## config.mk

```make
export PLATFORM = sky130hd
export DESIGN_NAME = sync_mod_counter
export DESIGN_NICKNAME = d
export VERILOG_FILES = /design/src/rtl/sync_mod_counter.sv
export SDC_FILE = /design/constraint.sdc
export NUM_CORES = 1
export LEC_CHECK = 0
export CORE_AREA = 2 2 39 41
export CTS_BUF_LIST = sky130_fd_sc_hd__clkbuf_8
export DETAILED_ROUTE_END_ITERATION = 16
export DIE_AREA = 0 0 41 43
export PLACE_DENSITY = 0.68
export SYNTH_ARGS = -nofsm -noshare
export SYNTH_HDL_FRONTEND = slang
export SYNTH_SLANG_ARGS = --single-unit
```

## constraint.sdc

```tcl
create_clock -name clk -period 1.45 [get_ports clk]
set_clock_uncertainty 0.1 [all_clocks]
set_input_delay 0.2175 -clock clk [delete_from_list [all_inputs] [get_ports clk]]
set_output_delay 0.2175 -clock clk [all_outputs]
set_load 0.05 [all_outputs]
```

## src/rtl/sync_mod_counter.sv

```systemverilog
// Synchronous modulo-MOD up/down counter with parallel load, wrap or
// saturate behaviour at the terminal value, and terminal-count/wrap/sat status.
// Every state bit updates on posedge clk, so there is no ripple between bits.
module sync_mod_counter #(
    parameter int unsigned     WIDTH    = 4,
    parameter longint unsigned MOD      = 16,
    parameter bit              SATURATE = 1'b0
) (
    input  logic             clk,
    input  logic             rst,
    input  logic             en,
    input  logic             up_dn,
    input  logic             load,
    input  logic [WIDTH-1:0] load_val,
    output logic [WIDTH-1:0] count,
    output logic             tc,
    output logic             wrap,
    output logic             sat
);

    // The top value always fits in WIDTH bits, even when MOD == 2**WIDTH.
    localparam logic [WIDTH-1:0] TOP  = WIDTH'(MOD - 64'd1);
    localparam logic [WIDTH-1:0] ZERO = '0;
    localparam logic [WIDTH-1:0] ONE  = WIDTH'(1);

    logic [WIDTH-1:0] r_count;
    logic             r_wrap;
    logic             r_sat;

    logic [WIDTH-1:0] w_term;
    logic             w_tc;
    logic [WIDTH-1:0] w_load_clamped;
    logic             w_load_is_term;
    logic [WIDTH-1:0] w_count_nxt;
    logic             w_wrap_nxt;
    logic             w_sat_nxt;

    // Terminal value depends only on direction; tc is the sole combinational output.
    always_comb begin
        w_term         = up_dn ? TOP : ZERO;
        w_tc           = (r_count == w_term);
        w_load_clamped = (load_val > TOP) ? TOP : load_val;
        w_load_is_term = (w_load_clamped == w_term);
    end

    // Next-state selection: rst > load > en > hold.
    always_comb begin
        w_count_nxt = r_count;
        w_wrap_nxt  = 1'b0;
        w_sat_nxt   = r_sat;
        if (rst) begin
            w_count_nxt = ZERO;
            w_sat_nxt   = 1'b0;
        end else if (load) begin
            w_count_nxt = w_load_clamped;
            w_sat_nxt   = SATURATE && w_load_is_term;
        end else if (en) begin
            if (w_tc) begin
                if (SATURATE) begin
                    w_sat_nxt = 1'b1;
                end else begin
                    // Explicit wrap target keeps MOD < 2**WIDTH correct and
                    // never needs a carry bit when MOD == 2**WIDTH.
                    w_count_nxt = up_dn ? ZERO : TOP;
                    w_wrap_nxt  = 1'b1;
                    w_sat_nxt   = 1'b0;
                end
            end else begin
                w_count_nxt = up_dn ? (r_count + ONE) : (r_count - ONE);
                w_sat_nxt   = 1'b0;
            end
        end
    end

    // Register count and status flags.
    always_ff @(posedge clk) begin
        r_count <= w_count_nxt;
        r_wrap  <= w_wrap_nxt;
        r_sat   <= w_sat_nxt;
    end

    assign count = r_count;
    assign tc    = w_tc;
    assign wrap  = r_wrap;
    assign sat   = r_sat;

endmodule

```

Word level (Yosys, flattened, before mapping):

Index checks and enable logic that the tools add are counted.

* word-level logic and storage cells: 17
* output and inout port bits: 7
* latch bits: 0
* memories kept: 0
* memory bits (writable): 0
* ROM bits: 0
* register bits after elaboration: 5

* shifts and indexed selects: 0
* mux-type cells: 8
* reductions and logical operators: 2
* multipliers: 0
* div/mod/pow operators: 0
* add/subtract/negate cells: 2
* bitwise operators: 1
* $lt $le $gt $ge: 1
* equality and inequality tests: 1

Operator list (count)
* $mux W4: 7
* $add A4 B1 Y4 const B: 1
* $eq A4 B4 Y1: 1
* $gt A4 B4 Y1 const B: 1
* $sub A4 B1 Y4 const B: 1
* $reduce_or A3 Y1: 1
* $reduce_bool A2 Y1: 1
* $mux W1: 1
* $not A1 Y1: 1

Longest topological paths before layout:

* depth in word-level cells: 5
* mapped depth: 7

Worst setup path after synthesis:

Ideal clock, no wire load.

* path type: reg-to-reg
* from: register r_count[1] (netlist: count[1])
* to: register r_count[3] (netlist: count[3])
* cell stages (with the launch flop): 7
* data arrival time: 1800 ps
* path slack: -568 ps
* path buffers: 0
* data required time: 1232 ps
* cell sequence: dfxtp_1 ha_1 nand2_1 a21oi_4 or3b_1 mux2i_1 nor3_2

* elaborated cells on any way between the ends: 7

RTL lines
* from (decl): line 26 `logic [WIDTH-1:0] r_count;`
* from (signal assigned): line 77 `r_count <= w_count_nxt;`
* $eq A4 B4 Y1: line 41 `w_tc = (r_count == w_term);`
* named net tc: line 16 `output logic tc,`
* $mux W4: line 58 `if (w_tc) begin`
* $mux W4: line 57 `end else if (en) begin`
* $mux W4: line 54 `end else if (load) begin`

The timed path passes the listed nets, and every way through them passes these cells. The select of a mux whose other input is x is not followed.
A chain may end at the register's enable or synchronous reset.

Final worst setup path:

* from: register r_count[0] (netlist: count[0])
* to: output tc

* cells in the longest elaborated chain, start to end: 1

Ends and longest elaborated chain (line)
* $eq A4 B4 Y1: 41
* to (decl): 16

Every way passes these cells.

==> impl_metrics.env <==
export IMPL_dr_pass1_iters=4
export IMPL_antenna_found_initial=0
export IMPL_finalSetupViolCount=4
export IMPL_routed_wl_um=1050
export IMPL_ir_worst_vdd_mv=0.673
export IMPL_track_usage_pct=15.4
export IMPL_hold_path_end="count[2]"
export IMPL_outcome="complete, but fails checks"
export IMPL_grt_pass1_vias=428
export IMPL_yosys_area_top_type_share_pct=24.9
export IMPL_area_growth_pct=114
export IMPL_violations="setup timing"
export IMPL_die_w_um=41
export IMPL_grt_pass1_wl_um=1810
export IMPL_reg2reg_from="count[1]"
export IMPL_clk_latency_ns=0.22
export IMPL_post_route_min_period_ns=1.63
export IMPL_drive_gt1_share_pct=57.5
export IMPL_design_portCount=16
export IMPL_clkSinkCount=5
export IMPL_hold_buffers=0
export IMPL_setup_slack_ns=-0.177
export IMPL_fin_cells=96
export IMPL_maxCapViolations=0
export IMPL_yosysSeqAreaShare_pct=24.9
export IMPL_slew_viol_final=0
export IMPL_gp_routability_congestion=0.754
export IMPL_ys_async_sr_fraction_pct=0
export IMPL_grt_max_degree=7
export IMPL_yosys_warnings=0
export IMPL_critical_path_required_ns=1.13
export IMPL_start_util_pct=29.0
export IMPL_syn_inst=47
export IMPL_cts_tree="yes"
export IMPL_numCtsBuffers=3
export IMPL_vias=457
export IMPL_wl_per_cell_um=10.9
export IMPL_yosysTopAreaCell="dfxtp_1"
export IMPL_rsz0062_at_grt="true"
export IMPL_viasPerCell=4.76
export IMPL_clkTransAtPathRegs_ns=0.04
export IMPL_power_density_mw_per_mm2=876
export IMPL_die_h_um=43
export IMPL_cts_root_buf="clkbuf_8"
export IMPL_synth_avg_cell_area_um2=8.55
export IMPL_ys_flop_type="dfxtp_1"
export IMPL_dpl_cell_count=88
export IMPL_synth_common_cells="5 x a21oi_1, 5 x dfxtp_1, 4 x inv_1, 4 x nand2_1"
export IMPL_synth_area_leaders="dfxtp_1 25%, a21oi_1 6.2%, ha_1 6.2%, fa_1 5.0%, xnor2_1 4.4%"
export IMPL_diodes=0
export IMPL_place_hpwl_um=794
export IMPL_syn_cell_area_um2=402
export IMPL_fp_row_count=14
export IMPL_power_leakage_nw=0.368
export IMPL_whs_path_depth=3
export IMPL_dieArea_mm2=0.00176
export IMPL_io_buffers=14
export IMPL_rr_worst_depth=6
export IMPL_ys_ff_latch=5
export IMPL_synth_edf_count=0
export IMPL_period_share_pct=112
export IMPL_rrSetupSlack_ns=-0.14
export IMPL_core_area_mm2=0.00138
export IMPL_drtIter0Drc=3
export IMPL_fin_nets=93
export IMPL_syn_nets=59
export IMPL_drc=0
export IMPL_cp_end_kind="primary output"
export IMPL_cp_start_kind="flip-flop"
export IMPL_worstPathArrival_ns=1.31
export IMPL_utilization_pct=62.1
export IMPL_clockBufferDepth=2
export IMPL_antenna_left=0
export IMPL_hold_viol_final=0
export IMPL_critPathMaxFanout=3
export IMPL_timing_fmax_mhz=615
export IMPL_min_from="load_val[2]"
export IMPL_htreeDepth=1
export IMPL_synthDistinctLibCells=27
export IMPL_place_ws_ns=-0.674
export IMPL_hold_class="input pin to flip-flop"
export IMPL_gr_total_overflow=0
export IMPL_critPathKind="flip-flop to primary output"
export IMPL_r2r_end="count[3]"
sequential cells by signal, summed over array words and instances, names as in the netlist:
signal  flops
count       4
wrap        1
how the worst max path moves through the flow:
stage          depth (start not counted)        to  startpoint
6_report                               4        tc    count[0]
5_1_grt                                4        tc    count[0]
4_1_cts                                4        tc    count[0]
3_5_place_dp                           8  count[3]       up_dn
3_3_place_gp                           8  count[3]       up_dn
2_1_floorplan                          5  count[3]    count[0]
per-stage QoR:
stage | setup TNS (ns) | cell area (um^2) | power (mW) | hold slack [ns]
floorplan | -0.785 | 442 | 0.314 | 0.178
global placement | -2.68 | 741 | 0.452 | 0.565
detailed placement | -2.74 | 741 | 0.454 | 0.565
CTS | -0.509 | 842 | 0.737 | 0.470
global route | -0.805 | 860 | 0.780 | 0.487
finish | -0.486 | 860 | 0.753 | 0.460
what timing repair did:
| action | CTS | global route |
|---|---|---|
| endpoints found under the setup margin | 5 | 5 |
| pin swaps | 6 | 4 |
| gates resized for setup | 12 | 3 |
| buffers inserted | 4 | 0 |
| hold endpoints to repair | 0 | 0 |
cell type report:
type                    instances  area, um^2
clock inverters                 1        3.75
inverters                       4        15.0
clock buffers                   3        41.3
flip-flops and latches          5         115
well taps                      16        20.0
repair buffers                 31         340
multi-input cells              36         324
fillers                       108         524
layer usage:
metal	GRT usage (%)	part of all wire, %	vias up
met4	10.0	1.3	0
met1	18.2	40	211
met2	25.6	56	10
li1	-	-	234
met3	0	2.7	2
met5	0	0	-
power by group:
| group | switching, mW | internal [mW] | total [mW] | leakage, nW |
|---|---|---|---|---|
| registers | 0.0106 | 0.149 | 0.160 | 0.0437 |
| clock network | 0.0745 | 0.182 | 0.257 | 0.0269 |
| logic | 0.157 | 0.180 | 0.337 | 0.297 |
| total | 0.242 | 0.511 | 0.753 | 0.368 |
logic make-up (layout without fill, tap and decap cells):
| family | after synthesis | in the layout | synth area share, % |
|---|---|---|---|
| AO/OA/AOI/OAI | 14 | 14 | 23.7 |
| adder cells (fa/ha/maj) | 3 | 3 | 11.2 |
| buffers and inverters | 6 | 39 | 8.41 |
| AND/OR/NAND/NOR | 15 | 15 | 24.0 |
| XOR/XNOR | 2 | 2 | 4.36 |
| multiplexers | 1 | 1 | 2.49 |
| other | 1 | 1 | 0.934 |
| flip-flops | 5 | 5 | 24.9 |
critical path, cell delays in order, from the launching register on:
cell     delay [ns]
dfxtp_4        0.34
or3_4          0.37
a21oi_4        0.14
buf_6          0.12
buf_12         0.12
cell usage in the layout, fill, tap and decap left out:
| cell | synthesis | layout |
|---|---|---|
| buf_4 | 1 | 14 |
| clkdlybuf4s50_1 | 0 | 7 |
| buf_12 | 0 | 6 |
| nand2_1 | 4 | 4 |
| inv_1 | 4 | 4 |
| dfxtp_4 | 0 | 4 |
| nor2_1 | 3 | 3 |
| a21oi_1 | 5 | 3 |
| clkbuf_8 | 0 | 3 |
| buf_6 | 1 | 3 |
| a21oi_2 | 0 | 2 |
| o21ai_0 | 3 | 2 |
| o21ai_2 | 0 | 2 |
| ha_4 | 0 | 2 |
| nand3_1 | 1 | 1 |
| or3_4 | 1 | 1 |
| a21oi_4 | 1 | 1 |
| inv_2 | 0 | 1 |
| xnor2_1 | 2 | 1 |
| or3b_1 | 1 | 1 |
| a21o_1 | 1 | 1 |
| xnor2_2 | 0 | 1 |
| mux2i_1 | 1 | 1 |
| or3_2 | 1 | 1 |
| nor3_2 | 1 | 1 |
| nor4b_2 | 1 | 1 |
| and3_1 | 1 | 1 |
| o221ai_2 | 0 | 1 |
| a221oi_1 | 1 | 1 |
| or3_1 | 1 | 1 |
| a311oi_1 | 1 | 1 |
| fa_2 | 0 | 1 |
| conb_1 | 1 | 1 |
| clkdlybuf4s15_2 | 0 | 1 |
| dfxtp_1 | 5 | 1 |
(Power assumes the default switching activity.)
